## config.mk

```make
export PLATFORM = sky130hd
export DESIGN_NAME = seg7_capture
export DESIGN_NICKNAME = d
export VERILOG_FILES = /design/src/rtl/seg7_capture.sv
export SDC_FILE = /design/constraint.sdc
export NUM_CORES = 1
export LEC_CHECK = 0
export ABC_CLOCK_PERIOD_IN_PS = 2190
export CORE_AREA = 4 4 95 186
export DETAILED_ROUTE_END_ITERATION = 16
export DIE_AREA = 0 0 99 190
export PLACE_DENSITY = 0.54
export SETUP_SLACK_MARGIN = 0.3
export SYNTH_ARGS = -nofsm -noshare
export SYNTH_HDL_FRONTEND = slang
export SYNTH_SLANG_ARGS = --single-unit
```

## constraint.sdc

```tcl
create_clock -name clk -period 2.19 [get_ports clk]
set_input_delay 0.438 -clock clk [delete_from_list [all_inputs] [get_ports clk]]
set_output_delay 0.438 -clock clk [all_outputs]
set_load 0.005 [all_outputs]
```

## src/rtl/seg7_capture.sv

```systemverilog
// seg7_capture: rebuilds the word shown on a multiplexed active-low 7-segment display.
// Ports:
//   clk      in   system clock, rising edge
//   clr      in   synchronous active-high reset
//   an       in   [3:0] anodes, active-low, an[0] = rightmost digit = value[3:0]
//   seg      in   [6:0] segments, active-low, seg[0]=a .. seg[6]=g
//   dp       in   decimal point, active-low
//   value    out  [15:0] last completed frame
//   blank    out  [3:0] per-digit blank mask
//   dp_mask  out  [3:0] per-digit lit decimal point mask
//   valid    out  one-cycle strobe per completed frame
//   err      out  frame contained an unrecognised glyph (qualified by valid)
//   stale    out  no complete frame seen within TIMEOUT cycles
module seg7_capture #(
    parameter int STABLE_CYCLES = 16,
    parameter int TIMEOUT       = 4194304
) (
    input  logic        clk,
    input  logic        clr,
    input  logic [3:0]  an,
    input  logic [6:0]  seg,
    input  logic        dp,
    output logic [15:0] value,
    output logic [3:0]  blank,
    output logic [3:0]  dp_mask,
    output logic        valid,
    output logic        err,
    output logic        stale
);
    localparam int SW = $clog2(STABLE_CYCLES);
    localparam int TW = $clog2(TIMEOUT);
    localparam logic [SW-1:0] S_MAX = SW'(STABLE_CYCLES - 1);
    localparam logic [TW-1:0] T_MAX = TW'(TIMEOUT - 1);

    // Decoded glyph: {error, blank, nibble}; segment bits ordered g..a.
    function automatic logic [5:0] decode(input logic [6:0] s);
        case (s)
            7'b1000000: decode = 6'h00;
            7'b1111001: decode = 6'h01;
            7'b0100100: decode = 6'h02;
            7'b0110000: decode = 6'h03;
            7'b0011001: decode = 6'h04;
            7'b0010010: decode = 6'h05;
            7'b0000010: decode = 6'h06;
            7'b1111000: decode = 6'h07;
            7'b0000000: decode = 6'h08;
            7'b0010000: decode = 6'h09;
            7'b0001000: decode = 6'h0a;
            7'b0000011: decode = 6'h0b;
            7'b1000110: decode = 6'h0c;
            7'b0100001: decode = 6'h0d;
            7'b0000110: decode = 6'h0e;
            7'b0001110: decode = 6'h0f;
            7'b1111111: decode = 6'h10;
            default:    decode = 6'h20;
        endcase
    endfunction

    logic [11:0]     in_q, prev_q;
    logic [SW-1:0]   cnt_q, cnt_d;
    logic            held_q, held_d;
    logic [3:0]      seen_q, seen_d;
    logic [3:0][3:0] nib_q, nib_d;
    logic [3:0]      blk_q, blk_d, dpm_q, dpm_d, er_q, er_d;
    logic [15:0]     value_q, value_d;
    logic [3:0]      blank_q, blank_d, dp_mask_q, dp_mask_d;
    logic            valid_q, valid_d, err_q, err_d, stale_q, stale_d;
    logic [TW-1:0]   tcnt_q, tcnt_d;

    logic [3:0] an_r;
    logic       an_ok, stable, accept, complete;
    logic [1:0] slot;
    logic [5:0] dec;

    always_comb begin
        an_r     = in_q[11:8];
        an_ok    = an_r inside {4'b1110, 4'b1101, 4'b1011, 4'b0111};
        // Only a qualified anode pattern may build up stability.
        stable   = an_ok && (in_q == prev_q);
        cnt_d    = !stable ? '0 : (cnt_q == S_MAX ? cnt_q : cnt_q + 1'b1);
        accept   = stable && (cnt_d == S_MAX) && !held_q;
        held_d   = stable && (held_q || accept);
        slot     = an_r == 4'b1110 ? 2'd0 : an_r == 4'b1101 ? 2'd1 : an_r == 4'b1011 ? 2'd2 : 2'd3;
        dec      = decode(in_q[7:1]);
        complete = &seen_q;
        seen_d   = (complete ? 4'b0 : seen_q) | (accept ? ~an_r : 4'b0);
        nib_d    = nib_q;
        blk_d    = blk_q;
        dpm_d    = dpm_q;
        er_d     = complete ? 4'b0 : er_q;
        if (accept) begin
            nib_d[slot] = dec[3:0];
            blk_d[slot] = dec[4];
            dpm_d[slot] = ~in_q[0];
            er_d[slot]  = dec[5];
        end
        value_d   = complete ? nib_q : value_q;
        blank_d   = complete ? blk_q : blank_q;
        dp_mask_d = complete ? dpm_q : dp_mask_q;
        err_d     = complete ? |er_q : err_q;
        valid_d   = complete;
        // Completion takes priority over expiry in the same cycle.
        tcnt_d    = complete ? '0 : (tcnt_q == T_MAX ? tcnt_q : tcnt_q + 1'b1);
        stale_d   = !complete && (stale_q || tcnt_d == T_MAX);
    end

    always_ff @(posedge clk) begin
        if (clr) begin
            in_q      <= '0;
            prev_q    <= '0;
            cnt_q     <= '0;
            held_q    <= 1'b0;
            seen_q    <= '0;
            nib_q     <= '0;
            blk_q     <= '0;
            dpm_q     <= '0;
            er_q      <= '0;
            value_q   <= '0;
            blank_q   <= '0;
            dp_mask_q <= '0;
            valid_q   <= 1'b0;
            err_q     <= 1'b0;
            stale_q   <= 1'b0;
            tcnt_q    <= '0;
        end else begin
            in_q      <= {an, seg, dp};
            prev_q    <= in_q;
            cnt_q     <= cnt_d;
            held_q    <= held_d;
            seen_q    <= seen_d;
            nib_q     <= nib_d;
            blk_q     <= blk_d;
            dpm_q     <= dpm_d;
            er_q      <= er_d;
            value_q   <= value_d;
            blank_q   <= blank_d;
            dp_mask_q <= dp_mask_d;
            valid_q   <= valid_d;
            err_q     <= err_d;
            stale_q   <= stale_d;
            tcnt_q    <= tcnt_d;
        end
    end

    assign value   = value_q;
    assign blank   = blank_q;
    assign dp_mask = dp_mask_q;
    assign valid   = valid_q;
    assign err     = err_q;
    assign stale   = stale_q;
endmodule
```

==> out/qor.txt, run 1 <==
status - completed
Avg Cell Area, Syn - 8.67 um^2
CTS H-Tree Depth - 3
CTS Root Cell - clkbuf_16
clock skew - 0.00838 ns
worst-path fanout max - 5
Post-Synth Adder-Cell Area - 0.525%
Starting Density - 29.3%
RSZ-0062 raised after global routing - true
Total Power - 4030 uW
WHS - 0.410 ns
Core ar. - 16300 um^2
clock buffer depth - 2
Post-Synth Simple-Gate Area - 26.2%
hpwl dp - 9.37 mm
Max Cap Viol - 0
Max Transition Viols Final - 0
Antenna diodes - 0
Top FF cell, synth - dfxtp_1
FF-to-FF End - stale
Worst setup SP type - flip-flop
Setup Viol. Count Final - 0
sw frac - 24.1%
final wirelength - 13.2 mm
Static Leakage - 0.00231 uW
Mapped Cells - 550
multi-input combinational cell area - 2640 um^2
largest family of logic cells by synthesized area - simple AND/OR/NAND/NOR gates
fin cells - 837
cell depth of the worst setup path - 7
Power Density - 628 nW/um^2
Syn Std Cell Area - 4770 um^2
Die Ht - 190 um
Final min period - 2.05 ns
Synth Warn # - 0
crit path capture type - flip-flop
Int Pwr - 3060 uW
CP Data Arrival Time - 2.34 ns
num ports - 41
Seq pwr share - 50.6%
Worst path top cell family by delay - simple AND/OR/NAND/NOR gates
final worst slack - 0.136 ns
synth top area cells - dfxtp_1, nand2_1, nor2_1
compound-cell area share of the yosys netlist - 12.8%
number of global-route vias before repair - 4263
Area Overhead vs Synth - 34.5%
Crit path largest cell delay - 0.51 ns
antenna violations before repair - 0
Num CTS Buffers - 9
DRT iter0 DRCs - 167
Crit Path Class - reg -> reg
Post-synth EDFFs - 0
Vias - 4140
Register-to-Register Path Depth - 7
Slew HR - 61.4%
post-route ant nets - 0
FMAX - 487 MHz
area leader, netlist - dfxtp_1
row count - 66
routed len/inst - 15.8 um
most common library cells after synthesis - dfxtp_1, nand2_1, nor2_1
final worst-path cycle share - 93.8%
drt pass-1 iters - 4
Critical path buffers and inverters - 1
Fillers - 1625
top-area cell type share of the netlist area - 46.2%
Reg clk slew, reported paths - 0.08 ns
fin nets - 644
share of power burned in combinational logic - 6.8%
DRC - 0
Worst Setup EP - stale
Clock Latency Late Sink - 0.35 ns
GR Util All Layers - 14.3%
register area - 2230 um^2
Die W - 99 um
flops & latches, synth - 110
Seq/Total Area, Yosys - 46.2%
worst path required time - 2.48 ns
share of cells above drive strength 1 - 21.6%
IO Port Bufs - 40
maximum VDD drop - 0.334 mV
pin count of the biggest net entering global routing - 79
r2r setup slk - 0.14 ns
pre-CTS setup slack - -0.0434 ns
measured slew at the worst slew-check pin - 0.577 ns
FF-to-FF Start - tcnt_q[0]
crit-path cells - ha_4, inv_1, or3_1, or4_1, a22oi_1, nand4_1, o21ai_1
switching power - 972 uW
mux cell area share after synthesis - 4.62%
vias per cell - 4.95
Synth cell types - 57
CP startpoint - tcnt_q[0]
Synth Area in XOR/XNOR - 5.51%
RePlAce Congestion - 0.846
CTS sink count - 110
Max stage delay cell, worst path - or4_1
CTS tree - done
syn_nets - 566
die area - 18800 um^2
clock share of power - 42.6%
Fin. Hold Viols - 0
fin util - 39.4%
most frequent cell after synthesis - dfxtp_1
first-pass GRT wire length - 21.4 mm
GR Overflow Total - 0
Hold Path Class - in -> reg
async set or reset register ratio after synthesis - 0%
Inst Count DP - 801
[what timing repair did]
| item | in CTS | in global routing |
|---|---|---|
| endpoints found under the setup margin | 46 | 50 |
| resized for setup | 30 | 29 |
| pin swaps | 17 | 16 |
| endpoints found under the hold margin | 0 | 0 |
| hold buffers | 0 | 0 |
| buffers inserted | 10 | 6 |
| cloned | 4 | 0 |
[cell families (layout without fill, tap and decap cells)]
logic type               Yosys count  in the layout
flip-flops                       110            110
adder cells (fa/ha/maj)            2              2
buffers and inverters             47            130
multiplexers                      22             22
AO/OA/AOI/OAI                     92             92
XOR/XNOR                          30             30
AND/OR/NAND/NOR                  247            247
[sequential cells by signal, indices dropped and copies added (netlist names), 4 cells and up]
name	count
tcnt_q	22
nib_q	16
value	16
in_q	12
prev_q	12
blank	4
blk_q	4
cnt_q	4
dp_mask	4
dpm_q	4
er_q	4
seen_q	4
[power by group through the flow]
stage	clock, uW	combinational [uW]	sequential (uW)
after floorplan	0	158	2080
after global placement	0	247	2090
after detailed placement	0	251	2090
after CTS	1760	264	2040
after global routing	1840	297	2040
final	1720	272	2040
[placed cells by master, fill, tap and decap left out, types with 9 or more instances in the layout]
cell / n
dfxtp_1: 95
nand2_1: 72
nor2_1: 62
buf_4: 54
a21oi_1: 40
clkdlybuf4s50_1: 39
nor2b_1: 25
mux2i_1: 22
xor2_1: 21
nand3_1: 15
nand4_1: 11
a211oi_1: 11
buf_6: 10
dfxtp_2: 10
clkbuf_16: 9
[metrics by stage]
step | instance area [um^2] | TNS (ns)
finish | 6410 | 0
global route | 6410 | 0
CTS | 6210 | 0
detailed placement | 5690 | -0.0434
global placement | 5690 | -0.0439
floorplan | 4840 | 0
[metal layers]
layer,vias to the layer above,global-route usage [%],routed length (um)
li1,2072,-,-
met1,1971,14.6,5000
met2,70,27.7,7420
met3,27,1.76,298
met4,0,7.31,512
met5,-,0,0
[worst register-to-register path, cell delays in order, from the launching register on]
cell and delay, ns:
dfxtp_4 0.38, ha_4 0.18, inv_1 0.04, or3_1 0.38, or4_1 0.51, a22oi_1 0.19
nand4_1 0.16, o21ai_1 0.15
[how the worst min path moves through the flow]
| stage | startpoint | to | slack, ns | depth (start not counted) |
|---|---|---|---|---|
| detailed placement | blk_q[0] | blank[0] | 0.45 | 2 |
| finish | clr | seen_q[1] | 0.41 | 2 |
| global placement | stale | stale | 0.44 | 2 |
| global route | clr | seen_q[1] | 0.43 | 2 |
| floorplan | blk_q[0] | blank[0] | 0.43 | 2 |
| CTS | clr | seen_q[0] | 0.41 | 2 |
[layout make-up]
cell class              instances  share of cell area (%)
multi-input cells             393                    41.2
flip-flops and latches        110                    34.8
clock buffers                   9                    3.51
repair buffers                106                    14.6
inverters                       8                   0.468
clock inverters                 7                    1.37
well taps                     204                    3.98
No activity file was read; power rests on OpenSTA's default activity.
==> inputs of run 2 (changes only) <==
--- a/config.mk
+++ b/config.mk
@@ -7,6 +7,7 @@
 export LEC_CHECK = 0
 export ABC_CLOCK_PERIOD_IN_PS = 2190
 export CORE_AREA = 4 4 95 186
+export CTS_BUF_LIST = sky130_fd_sc_hd__clkbuf_8 sky130_fd_sc_hd__clkbuf_16
 export DETAILED_ROUTE_END_ITERATION = 16
 export DIE_AREA = 0 0 99 190
 export PLACE_DENSITY = 0.54
==> results of run 2 <==
Final layout, timing and power as in run 1 (identical DEF).
==> inputs of run 3 (changes only) <==
--- a/config.mk
+++ b/config.mk
@@ -11,7 +11,6 @@
 export DETAILED_ROUTE_END_ITERATION = 16
 export DIE_AREA = 0 0 99 190
 export PLACE_DENSITY = 0.54
-export SETUP_SLACK_MARGIN = 0.3
 export SYNTH_ARGS = -nofsm -noshare
 export SYNTH_HDL_FRONTEND = slang
 export SYNTH_SLANG_ARGS = --single-unit
==> run 3 against run 2 <==
Against the previous run: worst setup slack got worse by 0.082 ns; hold slack improved by 0.039 ns; critical path depth rose by 2; wire length fell by 4.8%; clock power fell by 5%; critical path type unchanged; highest routed layer unchanged.
==> out/qor.txt, run 3 (synthesis gave the netlist of run 1 again) <==
Final min period - 2.14 ns (+0.0824 ns)
Setup Viol. Count Final - 0 (unchanged)
FF-to-FF End - nib_q[2]
Starting Density - 29.3% (unchanged)
post-route ant nets - 0 (unchanged)
area post-placement - 5660 um^2 (-0.57%)
GR Overflow Total - 0 (unchanged)
clock buffer depth - 2 (unchanged)
DRC - 0 (unchanged)
r2r setup slk - 0.05 ns (-0.08 ns)
Static Leakage - 0.00221 uW (-4.4%)
drt pass-1 iters - 5 (+1)
CP startpoint - cnt_q[1]
CTS sink count - 110 (unchanged)
num ports - 41 (unchanged)
design area - 6160 um^2 (-3.9%)
Max Cap Viol - 0 (unchanged)
crit path capture type - flip-flop
worst-path fanout max - 6 (+1)
most frequent cells in the layout - dfxtp_1, nand2_1, nor2_1
measured slew at the worst slew-check pin - 0.559 ns (-0.0180 ns)
vias per cell - 4.94 (about the same)
Die Ht - 190 um (unchanged)
FF-to-FF Start - cnt_q[1]
IO Port Bufs - 40 (unchanged)
final worst slack - 0.0538 ns (-0.0824 ns)
status - completed
Register-to-Register Path Depth - 9 (+2)
Slew HR - 62.7% (+1.3 points)
leading cell type in the layout, fill and taps excluded - dfxtp_1
RSZ-0062 raised after global routing - true
Worst setup SP type - flip-flop
routed len/inst - 15.2 um (-3.8%)
fin nets - 636 (-1.2%)
share of cells above drive strength 1 - 17.0% (-4.7 points)
Max Transition Viols Final - 0 (unchanged)
met1 usage - 12.8% (-1.8 points)
largest reg by FF count - tcnt_q
antenna violations before repair - 0 (unchanged)
CTS H-Tree Depth - 3 (unchanged)
final wirelength - 12.6 mm (-4.8%)
Clock Latency Late Sink - 0.35 ns (about the same)
GR Util met3 - 2.68% (+0.92 points)
Worst Setup EP - nib_q[2]
FMAX - 468 MHz (-3.9%)
Fin. Hold Viols - 0 (unchanged)
RePlAce Congestion - 0.849 (+0.37%)
CTS tree - done
Core ar. - 16300 um^2 (unchanged)
Inst Count DP - 805 (+0.50%)
Reg clk slew, reported paths - 0.07 ns (about the same)
final worst-path cycle share - 97.5% (+3.8 points)
Die W - 99 um (unchanged)
fin cells - 829 (-0.96%)
maximum VDD drop - 0.307 mV (-8.2%)
GR Util All Layers - 13.3% (-1.1 points)
die area - 18800 um^2 (unchanged)
Num CTS Buffers - 9 (unchanged)
met2 Usage GRT - 24.9% (-2.8 points)
Crit Path Class - reg -> reg
CP Data Arrival Time - 2.35 ns (about the same)
Power Density - 639 nW/um^2 (+1.7%)
Hold Path Class - reg -> reg
number of global-route vias before repair - 4139 (-2.9%)
busiest grt layer - met2
pin count of the biggest net entering global routing - 56 (-29%)
max reg flops - 22 (unchanged)
clock skew - 0.00623 ns (-0.00215 ns)
worst path required time - 2.41 ns (-0.07 ns)
hpwl dp - 9.12 mm (-2.6%)
DRT iter0 DRCs - 184 (+10%)
Vias - 4098 (-1.0%)
CTS Root Cell - clkbuf_16
first-pass GRT wire length - 20.0 mm (-6.9%)
pre-CTS setup slack - -0.0982 ns (-0.0548 ns)
Area Overhead vs Synth - 29.3%
Antenna diodes - 0 (unchanged)
row count - 66 (unchanged)
==> run 3: cell types whose count changed in the layout (fill, tap and decap cells not counted), moves of 3 or more <==
cell / before / now
dfxtp_2: 10 / 5
dfxtp_4: 5 / 1
buf_4: 54 / 51
buf_6: 10 / 4
dfxtp_1: 95 / 104
nor4_2: 2 / 5
a21oi_4: 3 / 0
a21oi_1: 40 / 45
==> run 3: worst min path at each step <==
| stage | to | cells past startpoint | start |
|---|---|---|---|
| final | stale | 2 | stale |
| after global routing | value[13] | 2 | nib_q[13] |
| after CTS | stale | 2 | stale |
| after detailed placement | stale | 2 | stale |
| after global placement | value[13] | 2 | nib_q[13] |
| after floorplan | held_q | 2 | held_q |
==> run 3: stage by stage <==
stage	utilization [%]	hold slack [ns]	total power (uW)	setup TNS [ns]
final	37.9	0.449	3940	0
after global routing	37.9	0.481	4090	-0.433
after CTS	36.6	0.457	3980	0
after detailed placement	34.8	0.447	2330	-0.0982
after global placement	34.8	0.445	2320	-0.105
after floorplan	-	0.429	2240	0
==> run 3: metal layers <==
| metal | vias up | part of all wire (%) |
|---|---|---|
| met5 | - | 0 |
| met4 | 0 | 5.1 |
| met3 | 33 | 2.4 |
| met2 | 82 | 56 |
| met1 | 1937 | 37 |
| li1 | 2046 | - |
==> run 3: final cells by class <==
type / instances / area, um^2
fillers: 1633 / 10100
multi-input cells: 393 / 2510
flip-flops and latches: 110 / 2210
repair buffers: 98 / 853
well taps: 204 / 255
clock buffers: 9 / 225
clock inverters: 7 / 73.8
inverters: 8 / 30.0
==> run 3: where the power goes <==
part	leakage (uW)	internal (uW)	switching, uW	total [uW]
sequential	0.000895	2020	19.1	2040
combinational	0.00117	106	147	252
clock	0.000146	891	750	1640
total	0.00221	3020	915	3940
==> run 3: repair_timing <==
item / in CTS / in global routing
pin swaps: 0 / 6
buffers inserted: 0 / 5
gates cloned: 0 / 3
hold buffers: 0 / 0
gates resized for setup: 1 / 35
setup endpoints to repair: 1 / 32
==> run 3: critical path: stages, from the launching register on <==
cell	delay, ns
dfxtp_4	0.36
ha_4	0.27
inv_2	0.04
o32ai_4	0.31
nand3b_4	0.11
buf_6	0.14
nor4_4	0.33
buf_6	0.19
mux2i_1	0.20
nor2_1	0.05
